File: config.mk
export PLATFORM = sky130hd
export DESIGN_NAME = mult_sched
export DESIGN_NICKNAME = d
export VERILOG_FILES = /design/src/rtl/mult_pkg.sv /design/src/rtl/mult_sched_rr_arb2.sv /design/src/rtl/mult_sched.sv
export SDC_FILE = /design/constraint.sdc
export NUM_CORES = 1
export LEC_CHECK = 0
export CAP_MARGIN = 40
export CORE_AREA = 2 2 39 41
export DETAILED_ROUTE_END_ITERATION = 16
export DIE_AREA = 0 0 41 43
export SKIP_CTS_REPAIR_TIMING = 1
export SLEW_MARGIN = 15
export SYNTH_ARGS = -nofsm -noshare
export SYNTH_HDL_FRONTEND = slang
export SYNTH_SLANG_ARGS = --single-unit
File: constraint.sdc
create_clock -name Clk -period 2.03 [get_ports Clk]
set_clock_uncertainty 0.15 [all_clocks]
set_input_delay 0.3045 -clock Clk [delete_from_list [all_inputs] [get_ports Clk]]
set_output_delay 0.3045 -clock Clk [all_outputs]
set_load 0.02 [all_outputs]
File: src/rtl/mult_pkg.sv
// Purpose : shared types for the shift-add multiplier scheduler.
// Latency : n/a (types and constants only).
// Backpressure: n/a.
package mult_pkg;

    localparam int MULT_WIDTH = 8;

    typedef enum logic [2:0] {
        IDLE  = 3'd0,
        LOAD  = 3'd1,
        ADD   = 3'd2,
        SHIFT = 3'd3,
        DONE  = 3'd4
    } state_t;

    // Index of a requesting client: 0 or 1.
    typedef logic client_t;

    function automatic logic [1:0] client_onehot(input client_t c);
        return c ? 2'b10 : 2'b01;
    endfunction

endpackage

File: src/rtl/mult_sched_rr_arb2.sv
// Purpose : combinational 2-way round-robin pick between two requesters.
// Latency : 0 cycles (pure combinational).
// Backpressure: none; the caller samples win_o only when it can accept a winner.
// Ports   : req_i per-client requests, last_grant_i previous owner,
//           win_o one-hot winner (0 when no request).
module rr_arb2
    import mult_pkg::*;
(
    input  logic [1:0] req_i,
    input  client_t    last_grant_i,
    output logic [1:0] win_o
);

    always_comb begin
        win_o = 2'b00;
        case (req_i)
            2'b01:   win_o = 2'b01;
            2'b10:   win_o = 2'b10;
            // Contention: the client that did not win last time goes first.
            2'b11:   win_o = last_grant_i ? 2'b01 : 2'b10;
            default: win_o = 2'b00;
        endcase
    end

endmodule

File: src/rtl/mult_sched.sv
// Purpose : arbitrates two clients onto the shared shift-add signed multiplier
//           and sequences its datapath strobes with a bit counter.
// Latency : Req seen in IDLE at edge t -> LOAD at t+1, Done pulse at t+2*WIDTH+2.
// Backpressure: Req is a held level; changes while Busy are ignored until IDLE.
// Ports   : Clk/Reset_n clock and async active-low reset; Req client requests;
//           M multiplier LSB from datapath; Grant/Sel ownership and operand mux;
//           Load_Op/Clr_AX/Add_En/Sub/Shift_En datapath strobes; Busy; Done pulse.
module mult_sched
    import mult_pkg::*;
#(
    parameter int WIDTH = MULT_WIDTH
) (
    input  logic       Clk,
    input  logic       Reset_n,
    input  logic [1:0] Req,
    input  logic       M,
    output logic [1:0] Grant,
    output logic       Sel,
    output logic       Load_Op,
    output logic       Clr_AX,
    output logic       Add_En,
    output logic       Sub,
    output logic       Shift_En,
    output logic       Busy,
    output logic [1:0] Done
);

    localparam int            CW   = $clog2(WIDTH);
    localparam logic [CW-1:0] LAST = CW'(WIDTH - 1);

    state_t        state_q, state_d;
    logic [CW-1:0] cnt_q, cnt_d;
    client_t       sel_q, sel_d;
    client_t       last_q, last_d;
    logic [1:0]    win;

    rr_arb2 u_arb (
        .req_i        (Req),
        .last_grant_i (last_q),
        .win_o        (win)
    );

    always_ff @(posedge Clk or negedge Reset_n) begin
        if (!Reset_n) begin
            state_q <= IDLE;
            cnt_q   <= '0;
            sel_q   <= 1'b0;
            // Starting with last owner = 1 lets client 0 win the first contest.
            last_q  <= 1'b1;
        end else begin
            state_q <= state_d;
            cnt_q   <= cnt_d;
            sel_q   <= sel_d;
            last_q  <= last_d;
        end
    end

    always_comb begin
        state_d  = state_q;
        cnt_d    = cnt_q;
        sel_d    = sel_q;
        last_d   = last_q;
        Load_Op  = 1'b0;
        Clr_AX   = 1'b0;
        Add_En   = 1'b0;
        Sub      = 1'b0;
        Shift_En = 1'b0;
        Busy     = 1'b0;
        Done     = 2'b00;

        case (state_q)
            IDLE: begin
                if (|Req) begin
                    sel_d   = win[1];
                    state_d = LOAD;
                end
            end
            LOAD: begin
                Load_Op = 1'b1;
                Clr_AX  = 1'b1;
                Busy    = 1'b1;
                cnt_d   = '0;
                state_d = ADD;
            end
            ADD: begin
                Busy    = 1'b1;
                Add_En  = M;
                // The top multiplier bit carries negative weight in two's complement.
                Sub     = M && (cnt_q == LAST);
                state_d = SHIFT;
            end
            SHIFT: begin
                Busy     = 1'b1;
                Shift_En = 1'b1;
                if (cnt_q == LAST) begin
                    state_d = DONE;
                end else begin
                    cnt_d   = cnt_q + CW'(1);
                    state_d = ADD;
                end
            end
            DONE: begin
                Busy    = 1'b1;
                Done    = client_onehot(sel_q);
                last_d  = sel_q;
                state_d = IDLE;
            end
            default: state_d = IDLE;
        endcase
    end

    // Ownership is only visible while an operation is in flight.
    assign Grant = (state_q != IDLE) ? client_onehot(sel_q) : 2'b00;
    assign Sel   = (state_q != IDLE) && sel_q;

endmodule
**Word-level counts from Yosys, hierarchy flattened**

Cells that the tools add are included.

- Register bits after elaboration: 8
- Input bits: 5
- Output and inout port bits: 11
- Word-level logic and storage cells: 39

- $add $sub $neg: 1
- Equal/unequal tests: 10
- Multiplexer cells: 15
- Reduce and logical (&&, ||, !) cells: 9

Operators by type and width:

| cell | count |
|---|---|
| $pmux W3 S4 | 1 |
| $mux W3 | 3 |
| $mux W2 | 4 |
| $eq A3 B2 Y1 const B | 2 |
| $eq A3 B3 Y1 const B | 2 |
| $pmux W2 S3 | 1 |
| $pmux W3 S2 | 1 |
| $mux W1 | 5 |
| $eq A2 B2 Y1 const B | 2 |
| $ne A2 B2 Y1 const B | 2 |
| $reduce_and A2 Y1 | 2 |
| $reduce_or A4 Y1 | 1 |
| $add A3 B1 Y3 const B | 1 |
| $eq A3 B1 Y1 const B | 1 |
| $logic_not A3 Y1 | 1 |
| $reduce_bool A3 Y1 | 1 |
| $eq A2 B1 Y1 const B | 1 |
| $logic_and A1 B1 Y1 | 2 |
| $reduce_bool A2 Y1 | 1 |
| $reduce_or A2 Y1 | 1 |

**Logic depth before layout (Yosys ltp)**

Gate-level depths: netlist (run 1).

- Depth after elaboration: 3
- Mapped depth: 5
- Mapped depth without buffers: 5

**Hierarchy**

From an unflattened synthesis (run 1), not the netlist that was laid out.

- Cells, all modules: 48
- Area total of the unflattened synthesis: 475.5 um2

By module, submodules not included:

| module | instances | cells each | area an instance (um2) | sequential area each (um2) |
|---|---|---|---|---|
| mult_sched | 1 | 45 | 456.7 | 201.4 |
| rr_arb2 | 1 | 3 | 18.8 | 0.0 |

**Worst setup path before layout (run 1)**

Ideal clock, no wire load.

- Path type: reg2out
- From: register state_q[1]
- To: output Grant[1]
- Data arrival time: 1193 ps
- Data required time: 1576 ps
- Setup slack: 383 ps
- Stages on the path, launching flop included: 5
- Buffers on the path: 2
- Path through: dfrtp_1 > buf_2 > nor3_1 > nor2b_1 > buf_4

- Word-level cells in the longest chain between the ends: 2

Ends and longest elaborated chain:

| what | RTL line | text |
|---|---|---|
| start, declared | mult_sched.sv:31 | `state_t state_q, state_d;` |
| start signal, assigned | mult_sched.sv:51 | `state_q <= state_d;` |
| $reduce_bool A3 Y1 | mult_sched.sv:113 | `assign Grant = (state_q != IDLE) ? client_onehot(sel_q) : 2'b00;` |
| $mux W2 | mult_sched.sv:113 |  |
| end, declared | mult_sched.sv:17 | `output logic [1:0] Grant,` |

No other way between the ends.

**Final worst setup path (run 1)**

- From: register cnt_q[0]
- To: output Sub

- Word-level cells in the longest chain between the ends: 3

Ends and longest elaborated chain:

| what | RTL line | text |
|---|---|---|
| start, declared | mult_sched.sv:32 | `logic [CW-1:0] cnt_q, cnt_d;` |
| start signal, assigned | mult_sched.sv:52 | `cnt_q <= cnt_d;` |
| $eq A3 B3 Y1 | mult_sched.sv:89 | `Sub = M && (cnt_q == LAST);` |
| $logic_and A1 B1 Y1 | mult_sched.sv:89 |  |
| $mux W1 | mult_sched.sv:71 | `case (state_q)` |
| end, declared | mult_sched.sv:22 | `output logic Sub,` |

No other way between the ends.

==> qor.csv, run 1 <==
metric;value;unit
status;finished clean;
placed_area;638.1;µm²
maxSlewViolCount;0;
drt-initial-drc-count;12;
drt_pass1_iterations;4;
cpPeakStageDelay;400;ps
netlist_area;454.2;µm²
period_share;91.80;%
syn_area_per_cell;9.874;µm²
grt_max_degree;9;
critPathSlowestCell;dfrtp_1;
maxCapViolCount;0;
setup_slack;166.4;ps
relSlewSlack;75.18;%
critPathCaptureType;primary output;
cts_sinks;8;
cts_buffers;3;
start_util;32.82;%
p_leak;0.0004481;µW
vdd_drop_max;0.5651;mV
wl;963;µm
synth_mux_area_share;0;%
dr_total_vias;392;
min_period;1864;ps
first_global_vias;370;
worstPathRequired;1580;ps
hold_viol;0;
grt_pass1_wl;1573;µm
min_path_type;primary input to async pin;
rows;14;
syn_inst;46;
fin_area;694.4;µm²
via_per_inst;4.723;
pre_cts_ws;-55.48;ps
crit_top_cell;ha_1;
ys_types;24;
antenna_found_initial;0;
synth_compound_area_share;11.02;%
synthAdderAreaFrac;5.510;%
root_buffer;clkbuf_4;
synthXorXnorAreaFrac;1.928;%
htree_levels;1;
grt_usage;13.84;%
clockBufferDepth;2;
p_per_area;1428;nW/µm²
cp-start-kind;register;
cp_max_fo;3;
final_util;50.18;%
crit_type;register to primary output;
synthSimpleGateAreaFrac;30.30;%
io_buffers;15;
arrival;1410;ps
grt-ovfl-total;0;
ant_nets;0;
crit_chain;ha_1 > ha_1 > and2_1 > dlymetal6s2s_1;
core;1384;µm²
max_freq;536.6;MHz
cts_tree;built;
routedWlPerCell;11.60;µm
ios;16;
ys_ff_latch;8;
nNetsFinal;75;
fin_tns_setup;0;ps
die_area;1763;µm²
hpwlAfterDp;750.3;µm
insertion_delay;270;ps
worst_pin_slew;371.1;ps
path_clk_slew;60;ps
area_growth_syn_to_layout;52.89;%
rsz0062_at_grt;false;
layout-drive-gt1-share;17.91;%
die_width;41;µm
ys_warn_count;0;
ys_seq_area_share;44.35;%
synth_nets;53;
setup_viol;0;
drc;0;
chipHeight;43;µm
num_antenna_cells;0;
synth_top_family_by_area;simple AND/OR/NAND/NOR gates;
gp_congestion;0.7163;
-- through the flow --
stage / power [µW] / hold WS [ps] / instances
finish: 991.9 / 165.4 / 83
global route: 1078 / 190.2 / 83
CTS: 1021 / 176.9 / 83
detailed placement: 882.1 / 346.3 / 79
global placement: 871.3 / 347.3 / 79
floorplan: 638.8 / -141.1 / 46
-- final timing paths --
check                                      from  cells past startpoint  slack [ps]                   end
max in group asynchronous               Reset_n                      1        1240    last_q$_DFFE_PN1N_
hold reg to reg              last_q$_DFFE_PN1N_                      1         360    last_q$_DFFE_PN1N_
hold / removal                          Reset_n                      1         170  cnt_q[1]$_DFFE_PN0P_
min in group Clk             last_q$_DFFE_PN1N_                      1         360    last_q$_DFFE_PN1N_
setup / recovery           cnt_q[0]$_DFFE_PN0P_                      4         170                   Sub
setup reg to reg           cnt_q[0]$_DFFE_PN0P_                      5         280  cnt_q[0]$_DFFE_PN0P_
-- cell families (layout without fill, tap and decap cells) --
kind of cell	count (synthesis)	count (layout)
simple gates	23	23
buf+inv	4	25
flops	8	8
fa+ha+maj	2	2
compound gates	8	8
xor+xnor	1	1
-- final cells by class --
| class | count | area, µm² |
|---|---|---|
| Clock buffer | 4 | 26.28 |
| Fill cell | 128 | 689.4 |
| Multi-Input combinational cell | 34 | 224.0 |
| Sequential cell | 8 | 201.4 |
| Tap cell | 16 | 20.02 |
| Timing Repair Buffer | 21 | 222.7 |
-- layer usage --
layer,wire length (µm),up-vias,GRT usage (%)
li1,-,199,-
met4,11,0,6.000
met5,0,-,0
met3,41,2,7.853
met2,438,8,17.19
met1,472,183,19.02
-- synthesized netlist by cell type --
master,count,area share [%]
o21ai_0,3,3.3
nor3_1,1,1.1
xnor2_1,1,1.9
nand2_1,4,3.3
dfrtp_1,7,39
and2b_1,1,1.7
buf_2,1,1.1
nand2b_4,1,3.0
and2_1,4,5.5
and3_1,2,2.8
nand4b_1,2,3.9
a211oi_1,1,1.7
dfstp_2,1,5.8
buf_6,1,2.5
nor2_1,5,4.1
ha_1,2,5.5
nand2b_1,1,1.4
a31oi_1,1,1.4
nor2b_1,1,1.4
buf_4,2,3.3
a21oi_1,1,1.1
a21o_1,1,1.7
or4b_1,1,2.2
o31a_1,1,1.9
-- flip-flops by register name, indices dropped and copies added, names as in the netlist --
| register | flops |
|---|---|
| cnt_q | 3 |
| last_q | 1 |
| sel_q | 1 |
| state_q | 3 |
-- layout by cell type (no fill, tap or decap) --
cell type	netlist	routed
dlymetal6s2s_1	0	11
dfrtp_1	7	7
buf_4	2	6
nand2_1	4	4
nor2_1	5	4
and2_1	4	4
clkdlybuf4s50_1	0	4
o21ai_0	3	3
clkbuf_4	0	3
and3_1	2	2
nand4b_1	2	2
ha_1	2	2
nor2_2	0	1
and2b_1	1	1
nand2b_4	1	1
nor3_1	1	1
xnor2_1	1	1
nor2b_1	1	1
nand2b_1	1	1
a21oi_1	1	1
a31oi_1	1	1
a21o_1	1	1
or4b_1	1	1
a211oi_1	1	1
o31a_1	1	1
clkbuf_1	0	1
dfstp_2	1	1
-- report_power, final --
part           leakage, µW  switching, µW  total (µW)  internal [µW]
logic             0.000339            280         571            291
registers        0.0000938           57.2         286            228
clock network    0.0000150           60.0         135           75.5
total             0.000448            397         992            595
-- critical path: cells and delay by family (launching register included) --
family | cells | cell delay, ps
buf+inv | 1 | 200
flops | 1 | 400
fa+ha+maj | 2 | 410
simple gates | 1 | 140
Power figures use the tool's default switching activity.
==> run 2, diff against run 1 <==
CORE_AREA = 5 5 42 44   (was 2 2 39 41)
DIE_AREA = 0 0 47 49   (was 0 0 41 43)
clock period = 2.4 ns   (was 2.03 ns; I/O delays follow)
==> run 2 against run 1 <==
Combinational power shrank 25%. Hold slack gained 55 ps. Power down 19%. Via count down 5.4%. Critical path type unchanged.
==> qor.csv, run 2 (same netlist as run 1, synthesis figures left out) <==
metric;value;unit
p_int;475.8;µW
via_per_inst;4.818;
chipHeight;49;µm
start_util;32.41;%
antenna_found_initial;0;
most-common-layout-cells;clkdlybuf4s50_1, dfrtp_1, nor2_1;
min_period;2348;ps
first_global_vias;376;
drt_pass1_iterations;4;
grt_max_degree;11;
gp_congestion;0.6857;
grt-ovfl-total;0;
worst_pin_slew;387.8;ps
p_switching;328.2;µW
routedWlPerCell;12.29;µm
insertion_delay;270;ps
path_clk_slew;60;ps
hpwlAfterDp;717.1;µm
ant_nets;0;
multi_input_area;221.5;µm²
area_growth_syn_to_layout;36.91;%
regArea;201.4;µm²
total_power;804.0;µW
rsz0062_at_grt;true;
cts_tree;built;
relSlewSlack;73.95;%
hold-worst-slack;220.0;ps
critPathCaptureType;primary output;
setup_viol;0;
io_buffers;15;
ios;16;
arrival;1840;ps
final_common_cell;clkdlybuf4s50_1;
power_frac_clock;14.5;%
cp-start-kind;register;
final_util;44.38;%
nNetsFinal;69;
die_area;2303;µm²
largestRegisters;cnt_q: 3 flops, state_q: 3 flops;
maxSlewViolCount;0;
root_buffer;clkbuf_4;
worstPathRequired;1890;ps
grt_usage;10.31;%
wl;946;µm
combPwrFrac;53.6;%
maxCapViolCount;0;
num_antenna_cells;0;
vdd_drop_max;0.5436;mV
dr_total_vias;371;
core;1401;µm²
drt-initial-drc-count;6;
grt_pass1_wl;1704;µm
rows;14;
layout-drive-gt1-share;8.197;%
switching_share;40.82;%
max_freq;425.9;MHz
period_share;97.83;%
hold_viol;0;
seqPwrFrac;31.9;%
status;finished clean;
die_width;47;µm
p_per_area;1293;nW/µm²
crit_type;register to primary output;
min_path_type;primary input to async pin;
p_leak;0.0002924;µW
htree_levels;1;
fill_cells;159;
cts_buffers;3;
cp_max_fo;10;
cts_sinks;8;
clockBufferDepth;2;
drc;0;
run 2: cell types whose count changed in the layout (fill, tap and decap cells not counted), sizes merged:
cell,change
buf,-6
dlymetal6s2s,-10
clkdlybuf4s50,+10
run 2: per-stage QoR:
step                cell area, µm²  setup WS, ps  cells  TNS (ps)
finish                       621.8         52.17     77         0
global placement             593.1         216.8     73         0
CTS                          619.3         29.61     77         0
detailed placement           593.1         203.0     73         0
global route                 621.8        -90.52     77    -413.2
floorplan                    454.2         697.3     46         0
run 2: worst paths after layout:
path,startpoint,endpoint,slack (ps),cells after the start
max,state_q[1]$_DFFE_PN0P_,Done[1],50,3
min,Reset_n,sel_q$_DFFE_PN0P_,220,1
max reg2reg,cnt_q[0]$_DFFE_PN0P_,cnt_q[0]$_DFFE_PN0P_,770,4
min reg2reg,cnt_q[2]$_DFFE_PN0P_,cnt_q[2]$_DFFE_PN0P_,350,2
max in group asynchronous,Reset_n,last_q$_DFFE_PN1N_,1560,1
min in group Clk,cnt_q[2]$_DFFE_PN0P_,cnt_q[2]$_DFFE_PN0P_,350,2
run 2: layout make-up:
class / count / area share (%)
well taps: 16 / 3.219
repair buffers: 15 / 24.55
clock buffers: 4 / 4.225
multi-input cells: 34 / 35.61
flip-flops and latches: 8 / 32.39
run 2: power by group through the flow:
| stage | registers, µW | logic, µW | clock network (µW) |
|---|---|---|---|
| 2_1_floorplan | 229 | 312 | 0 |
| 3_3_place_gp | 260 | 433 | 0 |
| 3_5_place_dp | 260 | 438 | 0 |
| 6_report | 256 | 431 | 116 |
| 4_1_cts | 257 | 439 | 121 |
| 5_1_grt | 273 | 478 | 126 |
run 2: metal layers:
layer,GRT usage (%),up-vias,wire length (µm)
met5,0,-,0
met4,6.912,0,38
met3,3.321,5,56
met2,13.80,9,454
met1,13.57,169,396
li1,-,188,-
run 2: worst max-delay path, stage by stage, from the launching register on:
cell             delay [ps]
dfrtp_1                 480
nor2_1                  280
and3_1                  220
clkdlybuf4s50_1         610
==> run 3, diff against run 2 <==
CTS_CLUSTER_SIZE = 28   (was unset)
==> results of run 3 <==
Final layout, timing and power as in run 2 (identical DEF).
